File: src/rtl/branch_resolve_unit_pkg.sv
`default_nettype none
// ============================================================================
// Module  : branch_resolve_unit_pkg
// Brief   : Shared constants and helpers for the branch resolve unit.
// Revision: 1.0
// ============================================================================
package branch_resolve_unit_pkg;

   localparam logic [2:0] c_PC_INCR    = 3'd4;
   localparam logic       c_PRED_TAKEN = 1'b1;

   // Table index is pc[lower+1:2]; returned zero-extended so callers slice to width.
   function automatic logic [63:0] bht_index(input logic [63:0] pc, input int lower);
      return (pc >> 2) & ((64'd1 << lower) - 64'd1);
   endfunction

endpackage
`default_nettype wire

File: src/rtl/branch_resolve_unit_sat.sv
`default_nettype none
// ============================================================================
// Module  : sat_counter
// Brief   : Enable-driven up counter that sticks at its maximum value.
// Revision: 1.0
// ============================================================================
module sat_counter #(
   parameter int CNT_W = 16
) (
   input  logic             clk,
   input  logic             rst,
   input  logic             inc_i,
   output logic [CNT_W-1:0] cnt_o
);

   logic [CNT_W-1:0] cnt_q;
   logic [CNT_W-1:0] cnt_d;

   always_comb begin
      cnt_d = cnt_q;
      if (inc_i && (cnt_q != {CNT_W{1'b1}})) begin
         cnt_d = cnt_q + 1'b1;
      end
   end

   always_ff @(posedge clk) begin
      if (rst) begin
         cnt_q <= '0;
      end else begin
         cnt_q <= cnt_d;
      end
   end

   assign cnt_o = cnt_q;

endmodule
`default_nettype wire

File: src/rtl/branch_resolve_unit.sv
`default_nettype none
// ============================================================================
// Module  : branch_resolve_unit
// Brief   : ID predicted-taken redirect, EX mispredict flush, BHT update, stats.
// Revision: 1.0
// ============================================================================
module branch_resolve_unit
   import branch_resolve_unit_pkg::*;
#(
   parameter int LOWER = 5,
   parameter int PC_W  = 32,
   parameter int CNT_W = 16
) (
   input  logic             clk,
   input  logic             rst,
   input  logic             id_valid,
   input  logic             id_is_branch,
   input  logic             id_is_jump,
   input  logic [PC_W-1:0]  id_pc,
   input  logic [PC_W-1:0]  id_target,
   input  logic             bht_prediction,
   input  logic             stall,
   input  logic             ex_taken,
   output logic             pred_redirect,
   output logic [PC_W-1:0]  pred_target,
   output logic             flush,
   output logic [PC_W-1:0]  redirect_pc,
   output logic             upd_en,
   output logic [LOWER-1:0] upd_addr,
   output logic             upd_taken,
   output logic             upd_jumped,
   output logic [CNT_W-1:0] branch_cnt,
   output logic [CNT_W-1:0] mispred_cnt
);

   logic             ex_valid_q,  ex_valid_d;
   logic [PC_W-1:0]  ex_pc_q,     ex_pc_d;
   logic [PC_W-1:0]  ex_target_q, ex_target_d;
   logic             ex_pred_q,   ex_pred_d;
   logic             ex_branch_q, ex_branch_d;
   logic             ex_jump_q,   ex_jump_d;

   logic             upd_en_q,     upd_en_d;
   logic [LOWER-1:0] upd_addr_q,   upd_addr_d;
   logic             upd_taken_q,  upd_taken_d;
   logic             upd_jumped_q, upd_jumped_d;

   logic             w_resolve;
   logic             w_actual;
   logic             w_mispred;
   logic [63:0]      w_idx;

   assign w_resolve = ex_valid_q & ~stall;
   assign w_actual  = ex_jump_q | ex_taken;
   assign w_mispred = w_resolve & (w_actual != ex_pred_q);
   assign w_idx     = bht_index(64'(ex_pc_q), LOWER);

   assign flush         = w_mispred;
   assign redirect_pc   = !w_mispred ? '0 :
                          w_actual   ? ex_target_q : ex_pc_q + PC_W'(c_PC_INCR);
   assign pred_redirect = id_valid & ~w_mispred &
                          (id_is_jump | (id_is_branch & (bht_prediction == c_PRED_TAKEN)));
   assign pred_target   = id_target;

   always_comb begin
      ex_valid_d  = ex_valid_q;
      ex_pc_d     = ex_pc_q;
      ex_target_d = ex_target_q;
      ex_pred_d   = ex_pred_q;
      ex_branch_d = ex_branch_q;
      ex_jump_d   = ex_jump_q;
      if (!stall) begin
         // A flushing cycle kills the ID instruction instead of promoting it.
         ex_valid_d  = id_valid & (id_is_branch | id_is_jump) & ~w_mispred;
         ex_pc_d     = id_pc;
         ex_target_d = id_target;
         ex_pred_d   = id_is_jump | (id_is_branch & (bht_prediction == c_PRED_TAKEN));
         ex_branch_d = id_is_branch;
         ex_jump_d   = id_is_jump;
      end
   end

   always_comb begin
      upd_en_d     = w_resolve;
      upd_addr_d   = upd_addr_q;
      upd_taken_d  = upd_taken_q;
      upd_jumped_d = upd_jumped_q;
      if (w_resolve) begin
         upd_addr_d   = w_idx[LOWER-1:0];
         upd_taken_d  = ex_taken & ex_branch_q;
         upd_jumped_d = ex_jump_q;
      end
   end

   always_ff @(posedge clk) begin
      if (rst) begin
         ex_valid_q   <= 1'b0;
         ex_pc_q      <= '0;
         ex_target_q  <= '0;
         ex_pred_q    <= 1'b0;
         ex_branch_q  <= 1'b0;
         ex_jump_q    <= 1'b0;
         upd_en_q     <= 1'b0;
         upd_addr_q   <= '0;
         upd_taken_q  <= 1'b0;
         upd_jumped_q <= 1'b0;
      end else begin
         ex_valid_q   <= ex_valid_d;
         ex_pc_q      <= ex_pc_d;
         ex_target_q  <= ex_target_d;
         ex_pred_q    <= ex_pred_d;
         ex_branch_q  <= ex_branch_d;
         ex_jump_q    <= ex_jump_d;
         upd_en_q     <= upd_en_d;
         upd_addr_q   <= upd_addr_d;
         upd_taken_q  <= upd_taken_d;
         upd_jumped_q <= upd_jumped_d;
      end
   end

   assign upd_en     = upd_en_q;
   assign upd_addr   = upd_addr_q;
   assign upd_taken  = upd_taken_q;
   assign upd_jumped = upd_jumped_q;

   sat_counter #(.CNT_W(CNT_W)) u_branch_cnt (
      .clk   (clk),
      .rst   (rst),
      .inc_i (w_resolve),
      .cnt_o (branch_cnt)
   );

   sat_counter #(.CNT_W(CNT_W)) u_mispred_cnt (
      .clk   (clk),
      .rst   (rst),
      .inc_i (w_mispred),
      .cnt_o (mispred_cnt)
   );

endmodule
`default_nettype wire

File: config.mk
export PLATFORM = sky130hd
export DESIGN_NAME = branch_resolve_unit
export DESIGN_NICKNAME = d
export VERILOG_FILES = /design/src/rtl/branch_resolve_unit_pkg.sv /design/src/rtl/branch_resolve_unit_sat.sv /design/src/rtl/branch_resolve_unit.sv
export SDC_FILE = /design/constraint.sdc
export NUM_CORES = 1
export LEC_CHECK = 0
export CAP_MARGIN = 0
export CORE_MARGIN = 2
export CORE_UTILIZATION = 40
export DETAILED_ROUTE_END_ITERATION = 16
export GPL_ROUTABILITY_DRIVEN = 0
export PLACE_DENSITY = 0.76
export SKIP_LAST_GASP = 1
export SYNTH_ARGS = -nofsm -noshare
export SYNTH_HDL_FRONTEND = slang
export SYNTH_HIERARCHICAL = 1
export SYNTH_SLANG_ARGS = --single-unit
export TNS_END_PERCENT = 10
File: constraint.sdc
create_clock -name clk -period 3 [get_ports clk]
set_input_delay 0.75 -clock clk [delete_from_list [all_inputs] [get_ports clk]]
set_output_delay 0.75 -clock clk [all_outputs]
set_load 0.05 [all_outputs]
==> results.json <==
{
  "status": "finished clean",
  "cts_tree": "done",
  "hold_path.class": "reg2reg",
  "path_depth": 6,
  "syn-num-nets": 740,
  "rsz0062_at_grt": "true",
  "fp.dieH_um": 123,
  "synth.top_cell.area_share": 0.381,
  "clkSinkCount": 108,
  "slowest_stage": "dfxtp_1",
  "period_needed_ns": 2.89,
  "yosysMostFrequentCell": "dfxtp_1",
  "cts_hold_buf": 0,
  "synth_edf_count": 0,
  "drv_cap": 0,
  "ys_top_cells_by_area": "dfxtp_1 (38%), mux2i_1 (12%), nor2_1 (6.6%)",
  "yosys_register_bits": 108,
  "peakVddDrop_uv": 317,
  "r2r_end": "u_mispred_cnt/cnt_o[11]",
  "num_vias": 5215,
  "finalHoldViolations": 0,
  "ys_seq_area_frac": 0.381,
  "worstMarginPinSlew_ns": 1.14,
  "ys_types": 45,
  "crit_chain": "nand4_1 > nor3_2 > nand4_1 > xor2_1 > a21oi_1 > buf_12",
  "final_max_slew_viol_count": 0,
  "synth_warnings": 6,
  "clk_pin_slew_ns": 0.08,
  "die_w_um": 123,
  "synthTopCellsByCount": "dfxtp_1 (108), nor2_1 (99), mux2i_1 (68)",
  "path_common_cell": "nand4_1",
  "synthCells": 665,
  "tns_ns": 0,
  "fmax_ghz": 0.346,
  "worst-path-buf-inv": 1,
  "design_area_um2": 8080,
  "grt_pass1_vias": 4776,
  "clock_skew_ns": 0.00624,
  "drive_gt1_frac": 0.176,
  "grt_first_pass_wirelength_mm": 23.9,
  "syn_area_per_cell_um2": 8.53,
  "antenna_found_initial": 1,
  "cts_buffer_depth": 2,
  "utilization": 0.582,
  "leakage_uw": 0.00307,
  "post_dp_cell_area_um2": 7770,
  "nets": 879,
  "switchingPower_uw": 896,
  "p_per_area_nw_per_um2": 401,
  "dpl.hpwl_mm": 10.9,
  "num_rows": 43,
  "io_pins": 178,
  "synthFlopType": "dfxtp_1",
  "reg2reg_depth": 9,
  "gr-usage-all-layers": 0.200,
  "cp.arrival_ns": 2.14,
  "postCtsSetupBuffers": 0,
  "start_util": 0.408,
  "grt-ovfl-total": 0,
  "numPortBuffers": 177,
  "comb_power_share": 0.161,
  "clkLatencyLatePin_ns": 0.35,
  "path_class": "reg2out",
  "htree_levels": 3,
  "coreArea_um2": 13900,
  "rrSetupSlack_ns": 0.91,
  "synth_top_cell_by_area": "dfxtp_1",
  "synthArstFlopShare": 0,
  "relSlewSlack": 0.240,
  "critical-path-max-stage-delay_ns": 0.45,
  "crit_required_ns": 2.25,
  "cts_root_buffer": "clkbuf_16",
  "endpoint_kind": "primary output",
  "period_share": 0.963,
  "netlist_area_um2": 5670,
  "syn2layout_area_growth_pct": 42.5,
  "r2r-start": "ex_jump_q",
  "diodes": 0,
  "pre_cts_slack_ns": -0.0890,
  "via_per_inst": 5.27,
  "p_int_uw": 2340,
  "die-area_um2": 15100,
  "min_from": "upd_addr[4]",
  "setup_viol": 0,
  "grt_start_max_net_pins": 67,
  "wl_mm": 14.9,
  "wl_per_cell_um": 15.1,
  "hold_ws_ns": 0.462,
  "drc_errors": 0,
  "critPathTopFamily": "simple AND/OR/NAND/NOR gates",
  "crit_start": "ex_pc_q[6]",
  "final_antenna_net_count": 0,
  "p_sw_frac": 0.277,
  "crit_path_max_fanout": 6,
  "fin_ws_ns": 0.110,
  "drt_iter0_drc": 326,
  "cts_buffers": 9,
  "endpoint": "redirect_pc[20]",
  "power_frac_clock": 0.364,
  "p_seq_frac": 0.475,
  "start_kind": "register",
  "dr.pass1.iters": 6
}
-- layout make-up --
class	count	area [µm²]
clock buffer	11	253
clock inverter	5	42.5
fill	1251	5800
inverter	10	37.5
multi-input combinational	477	3120
sequential	108	2160
tap	180	225
timing repair buffer	198	2230
-- metrics by stage --
step	instances	total power, µW
after global placement	973	2090
after global routing	989	3360
final	989	3240
after detailed placement	973	2090
after CTS	989	3270
after floorplan	665	1890
-- cell usage in the layout, fill, tap and decap left out, types with 4 or more instances in the layout --
| cell type | netlist | routed |
|---|---|---|
| o31ai_1 | 12 | 12 |
| nor2_1 | 99 | 98 |
| buf_12 | 0 | 38 |
| mux2i_1 | 68 | 68 |
| and4_1 | 7 | 6 |
| nor3_1 | 11 | 10 |
| dfxtp_1 | 108 | 108 |
| or3_1 | 6 | 6 |
| nand3_1 | 29 | 29 |
| buf_4 | 32 | 51 |
| or4_1 | 14 | 14 |
| inv_1 | 8 | 8 |
| clkbuf_16 | 0 | 9 |
| nand2_1 | 44 | 44 |
| xnor2_1 | 11 | 11 |
| o21ai_0 | 29 | 29 |
| xor2_1 | 22 | 22 |
| and3_1 | 9 | 9 |
| clkdlybuf4s50_1 | 0 | 108 |
| a211oi_2 | 0 | 6 |
| nor2b_1 | 4 | 4 |
| a21oi_2 | 3 | 10 |
| nand4_1 | 17 | 17 |
| nor4_1 | 4 | 4 |
| a21oi_1 | 53 | 44 |
-- routing by layer --
layer  vias up  part of all wire  track usage
met5         -           0.00087            0
met4         2             0.017       0.0689
met1      2449              0.46        0.270
met3        21             0.059       0.0466
met2       132              0.46        0.314
li1       2611                 -            -
-- cell families after synthesis --
family	share of synthesized area
flip-flops	0.381
multiplexers	0.124
adder cells (fa/ha/maj)	0.00662
XOR/XNOR	0.0510
AO/OA/AOI/OAI	0.111
AND/OR/NAND/NOR	0.242
buffers and inverters	0.0839
-- worst min-delay path, cell delays in order (launching register included) --
cell     delay [ns]
dfxtp_1        0.32
nand2_1        0.05
a21oi_1        0.05
-- power groups by stage --
| stage | registers [µW] | clock network [µW] | logic, µW |
|---|---|---|---|
| 2_1_floorplan | 1560 | 0 | 330 |
| 3_3_place_gp | 1570 | 0 | 517 |
| 3_5_place_dp | 1570 | 0 | 523 |
| 4_1_cts | 1540 | 1200 | 525 |
| 5_1_grt | 1550 | 1250 | 556 |
| 6_report | 1540 | 1180 | 522 |
-- state kept, by name (all words and copies together), names as in the netlist --
signal               count
upd_addr                 5
u_mispred_cnt/cnt_o     16
u_branch_cnt/cnt_o      16
ex_pred_q                1
ex_branch_q              1
upd_taken                1
upd_en                   1
ex_target_q             32
ex_pc_q                 32
ex_jump_q                1
ex_valid_q               1
upd_jumped               1
-- timing repair --
item / CTS / global route
setup endpoints to repair: 25 / 12
resized for setup: 3 / 2
cloned: 0 / 0
pin swaps: 0 / 1
-- worst min path at each step --
stage | to | cells past startpoint
finish | upd_addr[4] | 2
global route | upd_addr[4] | 2
CTS | upd_addr[4] | 2
detailed placement | upd_addr[4] | 2
global placement | upd_taken | 2
floorplan | ex_valid_q | 2
No activity file was read; power rests on OpenSTA's default activity.
